$ cat src/rtl/window_loader_pkg.sv
// Shared types and helpers for the serial-to-parallel window loader.
// State encoding and the counter width function live here.
package window_loader_pkg;

    typedef enum logic [1:0] {
        IDLE = 2'b00,
        LOAD = 2'b01,
        HOLD = 2'b10
    } state_t;

    function automatic int cw_of(input int n);
        return $clog2(n + 1);
    endfunction

endpackage

$ cat src/rtl/window_loader_if.sv
// Handshake bundle between a serial source / window consumer and the loader.
// The abort line exists only when WINDOW_LOADER_ABORT_EN is defined.
interface window_loader_if
    import window_loader_pkg::*;
#(
    parameter int N  = 5,
    parameter int CW = cw_of(N)
);
    logic          start;
    logic          in_valid;
    logic          in_bit;
    logic          in_ready;
    logic [N-1:0]  win;
    logic          win_valid;
    logic          win_ack;
    logic [CW-1:0] count;
`ifdef WINDOW_LOADER_ABORT_EN
    logic          abort;
`endif

    modport master (
        output start, in_valid, in_bit, win_ack,
`ifdef WINDOW_LOADER_ABORT_EN
        output abort,
`endif
        input  in_ready, win, win_valid, count
    );

    modport slave (
        input  start, in_valid, in_bit, win_ack,
`ifdef WINDOW_LOADER_ABORT_EN
        input  abort,
`endif
        output in_ready, win, win_valid, count
    );

endinterface

$ cat src/rtl/window_loader_bit_counter.sv
// Saturation-free bit counter for the loader; clear wins over enable.
// The FSM guarantees enable never fires once count reaches N.
module bit_counter #(
    parameter int CW = 3
) (
    input  logic          clk,
    input  logic          rst,
    input  logic          clear,
    input  logic          enable,
    output logic [CW-1:0] count
);

    // count accepted bits, restarting on clear
    always_ff @(posedge clk or posedge rst) begin
        if (rst)
            count <= '0;
        else if (clear)
            count <= '0;
        else if (enable)
            count <= count + 1'b1;
    end

endmodule

$ cat src/rtl/window_loader.sv
// Shifts N serial bits into a parallel window and holds it until acked.
// Optional abort input enabled by WINDOW_LOADER_ABORT_EN.
module window_loader
    import window_loader_pkg::*;
#(
    parameter int N  = 5,
    parameter int CW = cw_of(N)
) (
    input logic            clk,
    input logic            rst,
    window_loader_if.slave bus
);

    state_t       state;
    state_t       state_nx;
    logic         clr;
    logic         acc;
    logic         last;
    logic         kill;
    logic [N-1:0] win;

`ifdef WINDOW_LOADER_ABORT_EN
    assign kill = bus.abort && (state != IDLE);
`else
    assign kill = 1'b0;
`endif

    assign acc  = (state == LOAD) && bus.in_valid && !kill;
    assign last = (bus.count == CW'(N - 1));

    assign bus.in_ready  = (state == LOAD);
    assign bus.win_valid = (state == HOLD);
    assign bus.win       = win;

    // state register
    always_ff @(posedge clk or posedge rst) begin
        if (rst)
            state <= IDLE;
        else
            state <= state_nx;
    end

    // next-state decode and window/counter clear request
    always_comb begin
        state_nx = state;
        clr      = 1'b0;
        unique case (state)
            IDLE: begin
                if (bus.start) begin
                    state_nx = LOAD;
                    clr      = 1'b1;
                end
            end
            LOAD: begin
                if (acc && last)
                    state_nx = HOLD;
            end
            HOLD: begin
                if (bus.win_ack) begin
                    if (bus.start) begin
                        state_nx = LOAD;
                        clr      = 1'b1;
                    end else begin
                        state_nx = IDLE;
                    end
                end
            end
            default: state_nx = IDLE;
        endcase
        if (kill) begin
            state_nx = IDLE;
            clr      = 1'b1;
        end
    end

    generate
        if (N == 1) begin : g_one
            // single-bit window just captures the bit
            always_ff @(posedge clk or posedge rst) begin
                if (rst)
                    win <= '0;
                else if (clr)
                    win <= '0;
                else if (acc)
                    win <= bus.in_bit;
            end
        end else begin : g_shift
            // shift left so the first accepted bit lands at the MSB
            always_ff @(posedge clk or posedge rst) begin
                if (rst)
                    win <= '0;
                else if (clr)
                    win <= '0;
                else if (acc)
                    win <= {win[N-2:0], bus.in_bit};
            end
        end
    endgenerate

    bit_counter #(
        .CW(CW)
    ) u_cnt (
        .clk   (clk),
        .rst   (rst),
        .clear (clr),
        .enable(acc),
        .count (bus.count)
    );

endmodule

$ cat src/flat_wrapper.sv
// flat-port wrapper written by rule: the top's interface ports become plain ports
module window_loader_flat import window_loader_pkg::*;
#(
    parameter int N  = 5,
    parameter int CW = cw_of(N)
)
  (clk, rst, bus_start, bus_in_valid, bus_in_bit, bus_win_ack, bus_in_ready, bus_win, bus_win_valid, bus_count);
  window_loader_if #(.N(N), .CW(CW)) bus_i ();
  input logic clk;
  input logic rst;
  input wire logic [$bits(bus_i.start)-1:0] bus_start;
  input wire logic [$bits(bus_i.in_valid)-1:0] bus_in_valid;
  input wire logic [$bits(bus_i.in_bit)-1:0] bus_in_bit;
  input wire logic [$bits(bus_i.win_ack)-1:0] bus_win_ack;
  output wire logic [$bits(bus_i.in_ready)-1:0] bus_in_ready;
  output wire logic [$bits(bus_i.win)-1:0] bus_win;
  output wire logic [$bits(bus_i.win_valid)-1:0] bus_win_valid;
  output wire logic [$bits(bus_i.count)-1:0] bus_count;
  assign bus_i.start = bus_start;
  assign bus_i.in_valid = bus_in_valid;
  assign bus_i.in_bit = bus_in_bit;
  assign bus_i.win_ack = bus_win_ack;
  assign bus_in_ready = bus_i.in_ready;
  assign bus_win = bus_i.win;
  assign bus_win_valid = bus_i.win_valid;
  assign bus_count = bus_i.count;
  window_loader #(.N(N), .CW(CW)) u_core (.clk(clk), .rst(rst), .bus(bus_i));
endmodule
$ cat config.mk
export PLATFORM = sky130hd
export DESIGN_NAME = window_loader_flat
export DESIGN_NICKNAME = d
export VERILOG_FILES = /design/src/rtl/window_loader_pkg.sv /design/src/rtl/window_loader_if.sv /design/src/rtl/window_loader_bit_counter.sv /design/src/rtl/window_loader.sv /design/src/flat_wrapper.sv
export SDC_FILE = /design/constraint.sdc
export NUM_CORES = 1
export LEC_CHECK = 0
export ABC_AREA = 1
export CAP_MARGIN = 25
export CORE_UTILIZATION = 34
export CTS_BUF_LIST = sky130_fd_sc_hd__clkbuf_4 sky130_fd_sc_hd__clkbuf_8
export CTS_CLUSTER_SIZE = 12
export DETAILED_ROUTE_END_ITERATION = 7
export SLEW_MARGIN = 20
export SYNTH_ARGS = -nofsm -noshare
export SYNTH_HDL_FRONTEND = slang
export SYNTH_SLANG_ARGS = --single-unit
export TNS_END_PERCENT = 50
$ cat constraint.sdc
create_clock -name clk -period 1.9 [get_ports clk]
set_input_delay 0.38 -clock clk [delete_from_list [all_inputs] [get_ports clk]]
set_output_delay 0.38 -clock clk [all_outputs]
set_load 0.02 [all_outputs]
==> results.tsv <==
stage	metric	value	unit
run_status	status	complete, no violations	
clock_network	cts_sinks	10	
layout	num-fill-cells	136	
logic_synthesis	synth_fa_ha_area_share	5.22	%
place	place_congestion	0.705	
hold_path	holdCritPathClass	primary input to asynchronous set/reset pin	
layout	multi_input_area	186	µm²
place	placed_cell_area	641	µm²
drt	wl_met1	459	µm
power_and_ir_drop	ir_drop	0.620	mV
timing	tightest_slew	0.380	ns
timing	fin_crit	1.80	ns
logic_synthesis	muxShareOfSynthArea	0	%
drt	maxUsedRoutingLayer	met4	
logic_synthesis	syn_inst	59	
logic_synthesis	yosys.area_share.simple	32.4	%
setup_path	cp.required	1.52	ns
layout	n_antenna_cell	0	
floorplan	die_w	39.5	µm
clock_network	cts_root_buffer	clkbuf_4	
setup_path	r2r_cells	4	
floorplan	dieArea	1560	µm²
floorplan	initial_core_util	36.8	%
global_routing	grt_antenna_before_repair	0	
power_and_ir_drop	powerDensity	1610	nW/µm²
global_routing	grt_pass1_wl	1500	µm
setup_path	crit_family	buffers and inverters	
flow_run	cap_violations	0	
logic_synthesis	synth_edf_count	0	
place	place.detailed.hpwl	642	µm
clock_network	clk_latency	0.27	ns
timing	rsz0062_at_grt	no	
clock_network	cts_max_level	1	
setup_path	path_buf_inv	1	
layout	area_growth	41.8	%
timing	fin_skew	0.00209	ns
logic_synthesis	async_flop_share	100	%
logic_synthesis	syn-num-nets	67	
power_and_ir_drop	p_total	1.09	mW
setup_path	cpMaxStageDelayCell	clkdlybuf4s50_1	
layout	fin_nets	86	
logic_synthesis	synth_seq_cells	10	
setup_path	crit_type	register to primary output	
timing	slew_violations	0	
setup_path	cp_num_cells	2	
logic_synthesis	synth_area_leaders	dfrtp_1 52%, nand2_1 16%, nand3_1 11%, inv_1 6.3%, ha_1 5.2%	
clock_network	ctsLongestPathBuffers	2	
setup_path	crit_arrival	1.42	ns
logic_synthesis	synth_top_family_by_area	simple AND/OR/NAND/NOR gates	
logic_synthesis	synth_common_cells	20 x nand2_1, 11 x nand3_1, 10 x dfrtp_1	
floorplan	rows	13	
layout	design_area	679	µm²
logic_synthesis	syn_area_per_cell	8.12	µm²
clock_network	cts_buffers	3	
clock_network	post_cts.repair.setup_buffers	0	
setup_path	crit_path_end_kind	primary output	
logic_synthesis	synth_compound_area_share	1.31	%
timing	tns	0	ns
clock_network	cts_hold_buf	0	
global_routing	grt_overflow	0	
drt	drtAntennaViolNets	0	
timing	timing.final.crit_share	94.9	%
power_and_ir_drop	leakage	0.364	nW
drt	drc_errors	0	
logic_synthesis	synth-main-ff-cell	dfrtp_1	
drt	via_per_inst	4.58	
setup_path	cp_max_fo	5	
logic_synthesis	yosysUniqueCellTypes	10	
timing	hold_viol_final	0	
drt	drt_first_pass_iters	2	
drt	vias	421	
global_routing	grt_max_degree	12	
logic_synthesis	synth_top_area_share	52.2	%
floorplan	core_area	1300	µm²
floorplan	die_h	39.5	µm
clock_network	cts_tree	yes	
timing	max_clock_freq	554	MHz
drt	drt_iter0_drc	7	
logic_synthesis	synth-xor-area-share	0	%
drt	wl_met3	52	µm
global_routing	grtUsageTotal	14.7	%
logic_synthesis	yosysSeqAreaShare	52.2	%
clock_network	clk_pin_slew	0.07	ns
layout	regArea	250	µm²
floorplan	boundaryPins	16	
setup_path	cp_cell_sequence	nor2_1 -> clkdlybuf4s50_1	
drt	drt-total-wl	910	µm
setup_path	cp-start-kind	register	
logic_synthesis	ys_warn_count	0	
drt	wl_per_cell	9.89	µm
layout	drive_gt1_share	7.79	%
timing	setup_violations	0	
logic_synthesis	yosysMostFrequentCell	nand2_1	
setup_path	slowest_delay	0.60	ns
global_routing	grt_pass1_vias	368	
timing	maxSlewHeadroom	74.7	%
place	port_buffers	15	
logic_synthesis	syn_area	479	µm²
logic_synthesis	synth_top_cell_by_area	dfrtp_1	
drt	wl_met2	373	µm
## final timing paths
path,start,end,slack (ns)
setup / recovery,u_core.state[0]$_DFFE_PP0P_,bus_win_valid,0.1
hold / removal,rst,u_core.state[0]$_DFFE_PP0P_,0.38
setup reg to reg,u_core.state[0]$_DFFE_PP0P_,u_core.bus.win[1]$_DFFE_PP0P_,0.80
hold reg to reg,u_core.bus.win[4]$_DFFE_PP0P_,u_core.bus.win[4]$_DFFE_PP0P_,0.50
max in group asynchronous,rst,u_core.u_cnt.count[2]$_DFFE_PP0P_,1.25
min in group clk,u_core.bus.win[4]$_DFFE_PP0P_,u_core.bus.win[4]$_DFFE_PP0P_,0.50
## cell usage in the layout, fill, tap and decap left out, drive strengths merged, types with 2 or more instances in the layout
master,count
clkbuf,4
clkdlybuf4s50,14
dfrtp,10
ha,2
inv,8
nand2,20
nand3,12
nor2,4
## power breakdown
part	internal, mW	switching (mW)	total [mW]
combinational	0.235	0.284	0.520
clock	0.117	0.0771	0.194
sequential	0.303	0.0759	0.379
## registers in the layout, summed over array words and instances (netlist names)
name                flops
u_core.u_cnt.count      3
u_core.state            2
u_core.bus.win          5
## through the flow
step           util (%)  instances  worst slack (ns)  hold WS (ns)
2_1_floorplan         -         59             0.808         0.220
3_3_place_gp       49.2         88             0.356         0.482
3_5_place_dp       49.2         88             0.333         0.488
4_1_cts            52.0         92            0.0294         0.386
5_1_grt            52.2         92            0.0526         0.436
6_report           52.2         92            0.0963         0.380
## kinds of logic (layout without fill, tap and decap cells)
logic type,after synthesis,after routing
AOI/OAI and AO/OA,1,1
and+or+nand+nor,36,36
DFF,10,10
buffers and inverters,10,28
adders and majority gates,2,2
## metal layers
metal,GRT usage (%),vias to the layer above
li1,-,220
met1,21.8,185
met2,19.3,14
met3,3.41,2
met4,7.76,0
met5,0,-
## cell type report
| class | instances | area share (%) |
|---|---|---|
| Sequential cell | 10 | 36.8 |
| Multi-Input combinational cell | 39 | 27.4 |
| Timing Repair Buffer | 15 | 22.5 |
| Clock buffer | 4 | 5.34 |
| Inverter | 9 | 5.16 |
| Tap cell | 15 | 2.76 |
## worst reg2reg max path, cell delays in order, from the launching register on
cell,delay [ns]
dfrtp_1,0.42
nor2_1,0.11
nand2_1,0.23
nand3_1,0.17
nand2_1,0.06
## timing repair
item / 4_1_cts / 5_1_grt
endpoints found under the setup margin: 0 / 1
gates resized for setup: 0 / 1
hold endpoints to repair: 0 / 0
Note: power is estimated with default switching activity, not from simulation.
